--- src/rtl/alu_cu_pkg.sv ---
// Shared constants for the one-hot ALU control unit: op-codes, state indices
// and small helpers for building and validating one-hot state vectors.
package alu_cu_pkg;

  localparam int NUM_STATES = 18;

  localparam logic [1:0] OP_ADD = 2'b00;
  localparam logic [1:0] OP_SUB = 2'b01;
  localparam logic [1:0] OP_MUL = 2'b10;
  localparam logic [1:0] OP_DIV = 2'b11;

  localparam int S_IDLE      = 0;
  localparam int S_LOADA     = 1;
  localparam int S_LOADQ     = 2;
  localparam int S_LOADM     = 3;
  localparam int S_ADDM      = 4;
  localparam int S_ADDM_CORR = 5;
  localparam int S_ADD1QP    = 6;
  localparam int S_QSUBQP    = 7;
  localparam int S_PUSHA     = 8;
  localparam int S_PUSHQ     = 9;
  localparam int S_RSH1      = 10;
  localparam int S_RSH2      = 11;
  localparam int S_CNTR      = 12;
  localparam int S_LSHIFT    = 13;
  localparam int S_CNTL      = 14;
  localparam int S_LSH0      = 15;
  localparam int S_RSH0      = 16;
  localparam int S_ERR       = 17;

  typedef logic [NUM_STATES-1:0] state_vec_t;

  // One-hot vector with only bit idx set.
  function automatic state_vec_t st(input int idx);
    state_vec_t v;
    v      = '0;
    v[idx] = 1'b1;
    return v;
  endfunction

  // True when exactly one bit of v is set.
  function automatic logic is_onehot(input state_vec_t v);
    return (v != '0) && ((v & (v - state_vec_t'(1))) == '0);
  endfunction

endpackage

--- src/rtl/alu_cu_counters.sv ---
// Iteration counters for the control unit: Radix-4 multiply count, SRT-2
// iteration count and the leading-zero count used to undo normalisation.
module alu_cu_counters
  import alu_cu_pkg::*;
#(
  parameter int WIDTH = 8,
  parameter int CNT_W = $clog2(WIDTH) + 1
) (
  input  logic clk,
  input  logic reset_input,
  input  logic clr_i,
  input  logic r4_inc_i,
  input  logic srt_inc_i,
  input  logic lz_inc_i,
  input  logic lz_dec_i,
  output logic r4_last_o,
  output logic srt_last_o,
  output logic lz_zero_o
);

  localparam logic [CNT_W-1:0] R4_LAST  = CNT_W'(WIDTH / 2 - 1);
  localparam logic [CNT_W-1:0] SRT_LAST = CNT_W'(WIDTH - 1);
  localparam logic [CNT_W-1:0] LZ_MAX   = CNT_W'(WIDTH - 1);
  localparam logic [CNT_W-1:0] ONE      = CNT_W'(1);

  logic [CNT_W-1:0] r4_q, r4_d;
  logic [CNT_W-1:0] srt_q, srt_d;
  logic [CNT_W-1:0] lz_q, lz_d;

  // Next-count logic; clear wins, lz saturates at both ends.
  always_comb begin
    // NOTE: every variable gets a default first so no path leaves it unassigned (no latch).
    r4_d  = r4_q;
    srt_d = srt_q;
    lz_d  = lz_q;
    if (clr_i) begin
      r4_d  = '0;
      srt_d = '0;
      lz_d  = '0;
    end else begin
      if (r4_inc_i)                        r4_d  = r4_q + ONE;
      if (srt_inc_i)                       srt_d = srt_q + ONE;
      if (lz_inc_i && (lz_q != LZ_MAX))    lz_d  = lz_q + ONE;
      else if (lz_dec_i && (lz_q != '0))   lz_d  = lz_q - ONE;
    end
  end

  // Counter registers with synchronous reset.
  always_ff @(posedge clk) begin
    // NOTE: state registers use non-blocking assignments so every flop samples pre-edge values.
    if (reset_input) begin
      r4_q  <= '0;
      srt_q <= '0;
      lz_q  <= '0;
    end else begin
      r4_q  <= r4_d;
      srt_q <= srt_d;
      lz_q  <= lz_d;
    end
  end

  assign r4_last_o  = (r4_q == R4_LAST);
  assign srt_last_o = (srt_q == SRT_LAST);
  assign lz_zero_o  = (lz_q == '0);

endmodule

--- src/rtl/alu_control_unit_param.sv ---
// One-hot control FSM for the add/sub, Radix-4 Booth multiply and SRT-2
// divide datapath. Datapath strobes are decoded from the next state, so a
// strobe is high in the cycle whose closing edge enters the named state.
module alu_control_unit_param
  import alu_cu_pkg::*;
#(
  parameter int WIDTH = 8,
  parameter int CNT_W = $clog2(WIDTH) + 1
) (
  input  logic                  clk,
  input  logic                  reset_input,
  input  logic                  BEGIN,
  input  logic [1:0]            op_code,
  input  logic [2:0]            bits_of_Q,
  input  logic [2:0]            bits_of_A,
  input  logic                  sgn_bit_of_M,
  input  logic                  m_is_zero,
  input  logic                  out_ready,
  output logic                  load_A_inbus,
  output logic                  load_Q_inbus,
  output logic                  load_M_inbus,
  output logic                  init_A0,
  output logic                  init_counters,
  output logic                  load_A_adder,
  output logic                  load_Qp_adder,
  output logic                  load_Q_adder,
  output logic                  rshift,
  output logic                  lshift,
  output logic                  sel_sub,
  output logic                  sel_AM,
  output logic                  sel_2M,
  output logic                  sel_Qp_corr,
  output logic                  sel_Q_minus_Qp,
  output logic                  write_Qs,
  output logic                  Q_value,
  output logic                  Qprim_value,
  output logic                  push_A,
  output logic                  push_Q,
  output logic                  END,
  output logic                  busy,
  output logic                  div_by_zero,
  output logic [NUM_STATES-1:0] state_dbg
);

  state_vec_t state_q, state_d;
  state_vec_t cmd;
  state_vec_t div_iter_next;
  logic [1:0] op_q, op_d;
  logic       srt_flag_q, srt_flag_d;
  logic       state_legal;
  logic       q_nop;
  logic       a_active;
  logic       r4_last, srt_last, lz_zero;

  assign state_legal = is_onehot(state_q);
  assign q_nop       = (bits_of_Q == 3'b000) || (bits_of_Q == 3'b111);
  assign a_active    = (bits_of_A != 3'b000) && (bits_of_A != 3'b111);

  alu_cu_counters #(
    .WIDTH (WIDTH),
    .CNT_W (CNT_W)
  ) u_counters (
    .clk         (clk),
    .reset_input (reset_input),
    .clr_i       (init_counters),
    .r4_inc_i    (cmd[S_CNTR]),
    .srt_inc_i   (cmd[S_CNTL]),
    .lz_inc_i    (cmd[S_LSH0]),
    .lz_dec_i    (cmd[S_RSH0]),
    .r4_last_o   (r4_last),
    .srt_last_o  (srt_last),
    .lz_zero_o   (lz_zero)
  );

  // State, latched op-code and SRT flag registers.
  always_ff @(posedge clk) begin
    if (reset_input) begin
      state_q    <= st(S_IDLE);
      op_q       <= OP_ADD;
      srt_flag_q <= 1'b0;
    end else begin
      state_q    <= state_d;
      op_q       <= op_d;
      srt_flag_q <= srt_flag_d;
    end
  end

  // Next-state logic; any illegal vector falls back to IDLE.
  always_comb begin
    state_d    = st(S_IDLE);
    op_d       = op_q;
    srt_flag_d = srt_flag_q;
    // After the last SRT step, correct a negative remainder first.
    if (srt_last) div_iter_next = bits_of_A[2] ? st(S_ADDM_CORR) : st(S_QSUBQP);
    else          div_iter_next = st(S_CNTL);

    if (state_legal) begin
      case (1'b1)
        state_q[S_IDLE]: begin
          if (BEGIN) begin
            op_d    = op_code;
            state_d = (op_code == OP_MUL) ? st(S_LOADQ) : st(S_LOADA);
          end
        end
        state_q[S_LOADA]:     state_d = (op_q == OP_DIV) ? st(S_LOADQ) : st(S_LOADM);
        state_q[S_LOADQ]:     state_d = st(S_LOADM);
        state_q[S_LOADM]: begin
          case (op_q)
            OP_MUL:  state_d = q_nop ? st(S_RSH1) : st(S_ADDM);
            OP_DIV: begin
              if (m_is_zero)         state_d = st(S_ERR);
              else if (sgn_bit_of_M) state_d = st(S_LSHIFT);
              else                   state_d = st(S_LSH0);
            end
            default: state_d = st(S_ADDM);
          endcase
        end
        state_q[S_ADDM]: begin
          case (op_q)
            OP_MUL:  state_d = st(S_RSH1);
            OP_DIV:  state_d = div_iter_next;
            default: state_d = st(S_PUSHA);
          endcase
        end
        state_q[S_ADDM_CORR]: state_d = st(S_ADD1QP);
        state_q[S_ADD1QP]:    state_d = st(S_QSUBQP);
        state_q[S_QSUBQP]:    state_d = lz_zero ? st(S_PUSHQ) : st(S_RSH0);
        state_q[S_RSH0]:      state_d = lz_zero ? st(S_PUSHQ) : st(S_RSH0);
        state_q[S_PUSHA]: begin
          if (!out_ready)          state_d = st(S_PUSHA);
          else if (op_q == OP_MUL) state_d = st(S_PUSHQ);
          else                     state_d = st(S_IDLE);
        end
        state_q[S_PUSHQ]: begin
          if (!out_ready)          state_d = st(S_PUSHQ);
          else if (op_q == OP_DIV) state_d = st(S_PUSHA);
          else                     state_d = st(S_IDLE);
        end
        state_q[S_RSH1]:      state_d = st(S_RSH2);
        state_q[S_RSH2]:      state_d = r4_last ? st(S_PUSHA) : st(S_CNTR);
        state_q[S_CNTR]:      state_d = q_nop ? st(S_RSH1) : st(S_ADDM);
        state_q[S_LSHIFT]:    state_d = srt_flag_q ? st(S_ADDM) : div_iter_next;
        state_q[S_CNTL]:      state_d = st(S_LSHIFT);
        state_q[S_LSH0]:      state_d = sgn_bit_of_M ? st(S_LSHIFT) : st(S_LSH0);
        state_q[S_ERR]:       state_d = st(S_IDLE);
        default:              state_d = st(S_IDLE);
      endcase
    end

    if (state_d[S_LSHIFT]) srt_flag_d = a_active;
  end

  // Strobe decode from the next state; everything is forced low during reset.
  always_comb begin
    cmd            = reset_input ? '0 : state_d;
    load_A_inbus   = cmd[S_LOADA];
    load_Q_inbus   = cmd[S_LOADQ];
    load_M_inbus   = cmd[S_LOADM];
    init_A0        = cmd[S_LOADQ] & state_q[S_IDLE];
    init_counters  = (cmd[S_LOADA] | cmd[S_LOADQ]) & state_q[S_IDLE];
    load_A_adder   = cmd[S_ADDM] | cmd[S_ADDM_CORR];
    load_Qp_adder  = cmd[S_ADD1QP];
    load_Q_adder   = cmd[S_QSUBQP];
    rshift         = cmd[S_RSH1] | cmd[S_RSH2] | cmd[S_RSH0];
    lshift         = cmd[S_LSHIFT] | cmd[S_LSH0];
    sel_AM         = cmd[S_ADDM] | cmd[S_ADDM_CORR];
    sel_2M         = cmd[S_ADDM] & (op_q == OP_MUL) &
                     ((bits_of_Q == 3'b011) || (bits_of_Q == 3'b100));
    sel_Qp_corr    = cmd[S_ADD1QP];
    sel_Q_minus_Qp = cmd[S_QSUBQP];
    write_Qs       = cmd[S_LSHIFT];
    Q_value        = cmd[S_LSHIFT] & srt_flag_d & ~bits_of_A[2];
    Qprim_value    = cmd[S_LSHIFT] & srt_flag_d &  bits_of_A[2];
    push_A         = cmd[S_PUSHA];
    push_Q         = cmd[S_PUSHQ];

    sel_sub = cmd[S_QSUBQP];
    if (cmd[S_ADDM]) begin
      case (op_q)
        OP_MUL:  sel_sub = bits_of_Q[2];
        OP_DIV:  sel_sub = ~bits_of_A[2];
        default: sel_sub = op_q[0];
      endcase
    end

    END         = ~reset_input & state_legal & ~state_q[S_IDLE] & state_d[S_IDLE];
    div_by_zero = ~reset_input & state_legal & state_q[S_ERR];
    busy        = ~reset_input & ~state_q[S_IDLE];
  end

  assign state_dbg = state_q;

endmodule
--- config.mk ---
export PLATFORM = sky130hd
export DESIGN_NAME = alu_control_unit_param
export DESIGN_NICKNAME = d
export VERILOG_FILES = /design/src/rtl/alu_cu_pkg.sv /design/src/rtl/alu_cu_counters.sv /design/src/rtl/alu_control_unit_param.sv
export SDC_FILE = /design/constraint.sdc
export NUM_CORES = 1
export LEC_CHECK = 0
export CAP_MARGIN = 10
export CORE_UTILIZATION = 45
export CTS_CLUSTER_SIZE = 30
export DETAILED_ROUTE_END_ITERATION = 10
export GPL_TIMING_DRIVEN = 0
export PLACE_DENSITY = 0.72
export SLEW_MARGIN = 20
export SYNTH_ARGS = -nofsm -noshare
export SYNTH_HDL_FRONTEND = slang
export SYNTH_SLANG_ARGS = --single-unit
export TNS_END_PERCENT = 1
--- constraint.sdc ---
create_clock -name clk -period 5.4 [get_ports clk]
set_input_delay 1.35 -clock clk [delete_from_list [all_inputs] [get_ports clk]]
set_output_delay 1.35 -clock clk [all_outputs]
set_load 0.03 [all_outputs]
# Word level (Yosys, flattened, before mapping)
# Index checks and enable logic that the tools add are counted.
# classes
addsub,5
n_eq_ne,10
muxes,41
bitwise,21
n_reduce_logical,15
# ops
operator,n
$mux W18,20
$pmux W18 S2,1
$mux W17,2
$mux W10,3
$pmux W15 S2,1
$and A18 B18 Y18,1
$logic_not A18 Y1,1
$reduce_bool A18 Y1,1
$sub A18 B1 Y18 const B,1
$mux W16,1
$mux W15,1
$mux W13,1
$add A4 B1 Y4 const B,3
$and A1 B1 Y1,12
$mux W4,3
$mux W11,1
$mux W9,1
$mux W8,1
$eq A2 B2 Y1 const B,3
$eq A3 B3 Y1 const B,2
$mux W3,2
$or A1 B1 Y1,5
$eq A4 B2 Y1 const B,1
$eq A4 B3 Y1 const B,1
other kinds (16),23
# totals
regBits,33
in_bits,14
output_inout_bits,41
wordCells,98

# Logic depth before layout (Yosys ltp)
# logic_depth
word_depth,23
mapped_depth,15
ltp_nobuf,13

# Modules after synthesis
# From an unflattened synthesis, not the netlist that was laid out.
# hier_totals
hier_cells,284
area_unflattened_um2,2282.2
# modules_own_cells
mod,n_inst,cells_each,area_each_um2,seq_area_each_um2
alu_control_unit_param,1,217,1632.8,420.4
alu_cu_counters,1,67,649.4,240.2

# Worst setup path before layout
# Ideal clock, no wire load.
# synth_path
kind,flip-flop to output port
start,"reg state_q[1], in the netlist state_dbg[1]"
end,out load_M_inbus
t_arrival_ns,3.796
required_ns,4.050
setup_slack_ns,0.254
path_stages_with_launch,10
path_buffers,3
path_cell_list,dfxtp_1 buf_6 or3_1 buf_2 or4_4 o21ai_2 and4_4 nand4_4 clkbuf_1 a2111oi_0
# synth_via
elab_chain_cells,6
elab_cells_between_ends,9
classes_between,add/sub (1); mux (4); bitwise (1); reduce/logical (3)
# synth_rtl
item,line_no,rtl
"start, declared",alu_control_unit_param.sv:45,"state_vec_t state_q, state_d;"
"start signal, assigned",alu_control_unit_param.sv:78,state_q <= st(S_IDLE);
"start signal, assigned",alu_control_unit_param.sv:82,state_q <= state_d;
$sub A18 B1 Y18,alu_cu_pkg.sv:43,return (v != '0) && ((v & (v - state_vec_t'(1))) == '0);
$and A18 B18 Y18,alu_cu_pkg.sv:43,
$logic_not A18 Y1,alu_cu_pkg.sv:43,
$logic_and A1 B1 Y1,alu_cu_pkg.sv:43,
$mux W18 (*),alu_control_unit_param.sv:97,if (state_legal) begin
$mux W17 (*),alu_control_unit_param.sv:155,cmd = reset_input ? '0 : state_d;
"end, declared",alu_control_unit_param.sv:21,"output logic load_M_inbus,"
# Every way passes the cells marked *; elsewhere a longest branch is shown, timed or not.

# Worst setup path after layout
# layout_path
start,"reg state_q[7], in the netlist state_dbg[7]"
end,out div_by_zero
# layout_via
elab_chain_cells,6
elab_cells_between_ends,7
classes_between,add/sub (1); bitwise (3); reduce/logical (3)
# layout_rtl
item,line_no,rtl
$sub A18 B1 Y18,alu_cu_pkg.sv:43,
$and A18 B18 Y18,alu_cu_pkg.sv:43,
$logic_not A18 Y1,alu_cu_pkg.sv:43,
$logic_and A1 B1 Y1 (*),alu_cu_pkg.sv:43,
$and A1 B1 Y1 (*) (2 in a row),alu_control_unit_param.sv:187,div_by_zero = ~reset_input & state_legal & state_q[S_ERR];
"end, declared",alu_control_unit_param.sv:41,"output logic div_by_zero,"
# Marks and branches as above.

==> flow_metrics.env <==
export IMPL_wirelength_um=7310
export IMPL_cts_tree="done"
export IMPL_clock_sinks=33
export IMPL_critPathCaptureType="output port"
export IMPL_rsz0062_at_grt="no"
export IMPL_min_path_cells=2
export IMPL_clk_latency_ps=290
export IMPL_num_antenna_cells=0
export IMPL_drt_iter0_drc=264
export IMPL_finalHoldViolCount=0
export IMPL_maxSlewViolCount=0
export IMPL_ant_nets=0
export IMPL_post_route_period_util_pct=98.1
export IMPL_grt_pass1_wl_um=11900
export IMPL_rows=25
export IMPL_initial_core_util_pct=47.9
export IMPL_status="finished, final reports clean"
export IMPL_wl_per_cell_um=17.0
export IMPL_power_mw=0.590
export IMPL_synth_edff_count=0
export IMPL_area_sequential_um2=661
export IMPL_critPathKind="reg2out"
export IMPL_dp_final_hpwl_um=5620
export IMPL_hold_class="reg2reg"
export IMPL_hp_start="u_counters.srt_q[3]"
export IMPL_core_um2=4820
export IMPL_layout_drive_gt1_share_pct=9.64
export IMPL_synth_ff_latch_count=33
export IMPL_cp_arrival_ps=3950
export IMPL_min_period_ps=5300
export IMPL_relSlewSlack_pct=31.0
export IMPL_crit_fanout=9
export IMPL_syn_area_um2=2310
export IMPL_leakagePower_nw=1.08
export IMPL_final_cells=430
export IMPL_fillers=468
export IMPL_post_route_util_pct=63.1
export IMPL_r2r_start="state_dbg[7]"
export IMPL_synth_area_leader_cell="dfxtp_1"
export IMPL_ys_top_cells_by_area="dfxtp_1 (29%), nor2_1 (6.2%), a21oi_1 (5.0%)"
export IMPL_place_congestion=0.976
export IMPL_post_cts_buffers=0
export IMPL_dieHeight_um=73.6
export IMPL_antenna_found_initial=0
export IMPL_required_ps=4050
export IMPL_synth_cell_types=60
export IMPL_rr_worst_depth=14
export IMPL_async_reset_ff_share_pct=0
export IMPL_cts_hold_buf=0
export IMPL_hold_end="u_counters.srt_q[3]"
export IMPL_yosysMostFrequentCell="nor2_1"
export IMPL_grt_overflow=0
export IMPL_floorplan_die_area_um2=5420
export IMPL_first_pass_iters=8
export IMPL_num_io_pins=55
export IMPL_finClkSkew_ps=8.66
export IMPL_clock_path_buffers=2
export IMPL_grt_pass1_vias=2351
export IMPL_grt_max_degree=12
export IMPL_root_buffer="clkbuf_8"
export IMPL_setup_viol=0
export IMPL_viasPerCell=6.00
export IMPL_rr_endpoint="u_counters.lz_q[3]"
export IMPL_synth_top_area_share_pct=28.6
export IMPL_postSynthCellCount=302
export IMPL_peakVddDrop_mv=0.128
export IMPL_die_w_um=73.6
export IMPL_multi_input_area_um2=1550
export IMPL_areaGrowthSynthToFinish_pct=31.6
export IMPL_critPathLaunchType="register"
export IMPL_yosys_warnings=0
export IMPL_numCtsBuffers=5
export IMPL_finalSetupTns_ps=0
export IMPL_dp_cells=422
export IMPL_grt_total_usage_pct=28.8
export IMPL_cellPowerDensity_nw_per_um2=194
export IMPL_maxCapViolations=0
export IMPL_synth_common_cells="nor2_1 (38), dfxtp_1 (33), a21oi_1 (23)"
export IMPL_htree_levels=2
export IMPL_synth_avg_cell_area_um2=7.65
export IMPL_vias=2578
export IMPL_clkTransAtPathRegs_ps=80
export IMPL_worst_slew_pin_slew_ps=1030
export IMPL_max_freq_mhz=189
export IMPL_r2r_slack_ps=1410
export IMPL_drc_errors=0
export IMPL_finalNetCount=381
export IMPL_ys_flop_type="dfxtp_1"
export IMPL_seq_area_frac_synth_pct=28.6
export IMPL_port_buffer_count=53
export IMPL_syn_num_nets=321
==> logic make-up after synthesis <==
family                     after synthesis  synth area share, %
DFF                                     33                 28.6
buffers and inverters                   27                 5.36
adders and majority gates                5                 3.03
muxes                                    5                 2.17
AOI/OAI and AO/OA                       63                 18.3
xor gates and xnor gates                 4                 1.52
and+or+nand+nor                        165                 41.1
==> report_power, final <==
part / leakage (nW) / internal (mW) / switching [mW] / total, mW
combinational: 0.769 / 0.0521 / 0.0990 / 0.151
sequential: 0.266 / 0.247 / 0.00686 / 0.254
clock: 0.0439 / 0.0889 / 0.0961 / 0.185
==> worst max-delay path by stage <==
stage / startpoint / end / slack (ps) / depth (start not counted)
after floorplan: state_dbg[1] / load_M_inbus / 250 / 9
after global placement: reset_input / sel_Q_minus_Qp / 210 / 8
after detailed placement: state_dbg[1] / sel_Q_minus_Qp / 210 / 11
after CTS: state_dbg[1] / sel_Q_minus_Qp / 20 / 11
after global routing: state_dbg[2] / sel_Q_minus_Qp / 10 / 11
final: state_dbg[7] / div_by_zero / 100 / 8
==> final cells by class <==
class,count,share of cell area [%]
Inverter,7,0.865
Multi-Input combinational cell,242,51.0
Sequential cell,33,21.7
Timing Repair Buffer,53,17.5
Tap cell,67,2.76
Buffer,20,3.29
Clock buffer,5,2.26
Clock inverter,3,0.576
==> critical path: stages (launching register included) <==
cell,delay [ps]
dfxtp_1,320
buf_2,180
or4_1,580
or4_4,450
o21ai_2,170
nand4_1,180
nor4_1,880
and2_1,230
clkdlybuf4s50_1,660
==> per-layer routing <==
layer / global-route usage, % / share of wire, %
met2: 45.0 / 45
met5: 0 / 0
met4: 8.97 / 1.8
met1: 40.3 / 45
met3: 5.21 / 7.3
==> layout by cell type, fill, tap and decap left out, types with 5 or more instances in the layout <==
| cell type | n |
|---|---|
| clkdlybuf4s50_1 | 53 |
| nor2_1 | 38 |
| dfxtp_1 | 33 |
| a21oi_1 | 23 |
| nand2_1 | 19 |
| nor3_1 | 18 |
| nand3_1 | 14 |
| clkbuf_1 | 11 |
| o21ai_0 | 10 |
| or3_1 | 8 |
| nor4_1 | 8 |
| inv_1 | 7 |
| nand4_1 | 7 |
| or4_1 | 6 |
| mux2i_1 | 5 |
| clkbuf_8 | 5 |
==> repair_timing <==
action / 4_1_cts / 5_1_grt
setup endpoints to repair: 1 / 15
gates resized for setup: 1 / 5
hold endpoints to repair: 0 / 0
==> sequential cells by signal (all words and copies together), names as in the netlist <==
name	flops
u_counters.srt_q	4
u_counters.lz_q	4
state_dbg	18
op_q	2
u_counters.r4_q	4
srt_flag_q	1
==> per-stage QoR <==
step	setup slack (ps)	cell area (um^2)	hold slack (ps)
global route	14.7	3040	533
floorplan	254	2310	447
CTS	15.3	3010	481
finish	101	3040	485
global placement	209	2920	457
detailed placement	206	2920	469
Note: power is estimated with default switching activity, not from simulation.
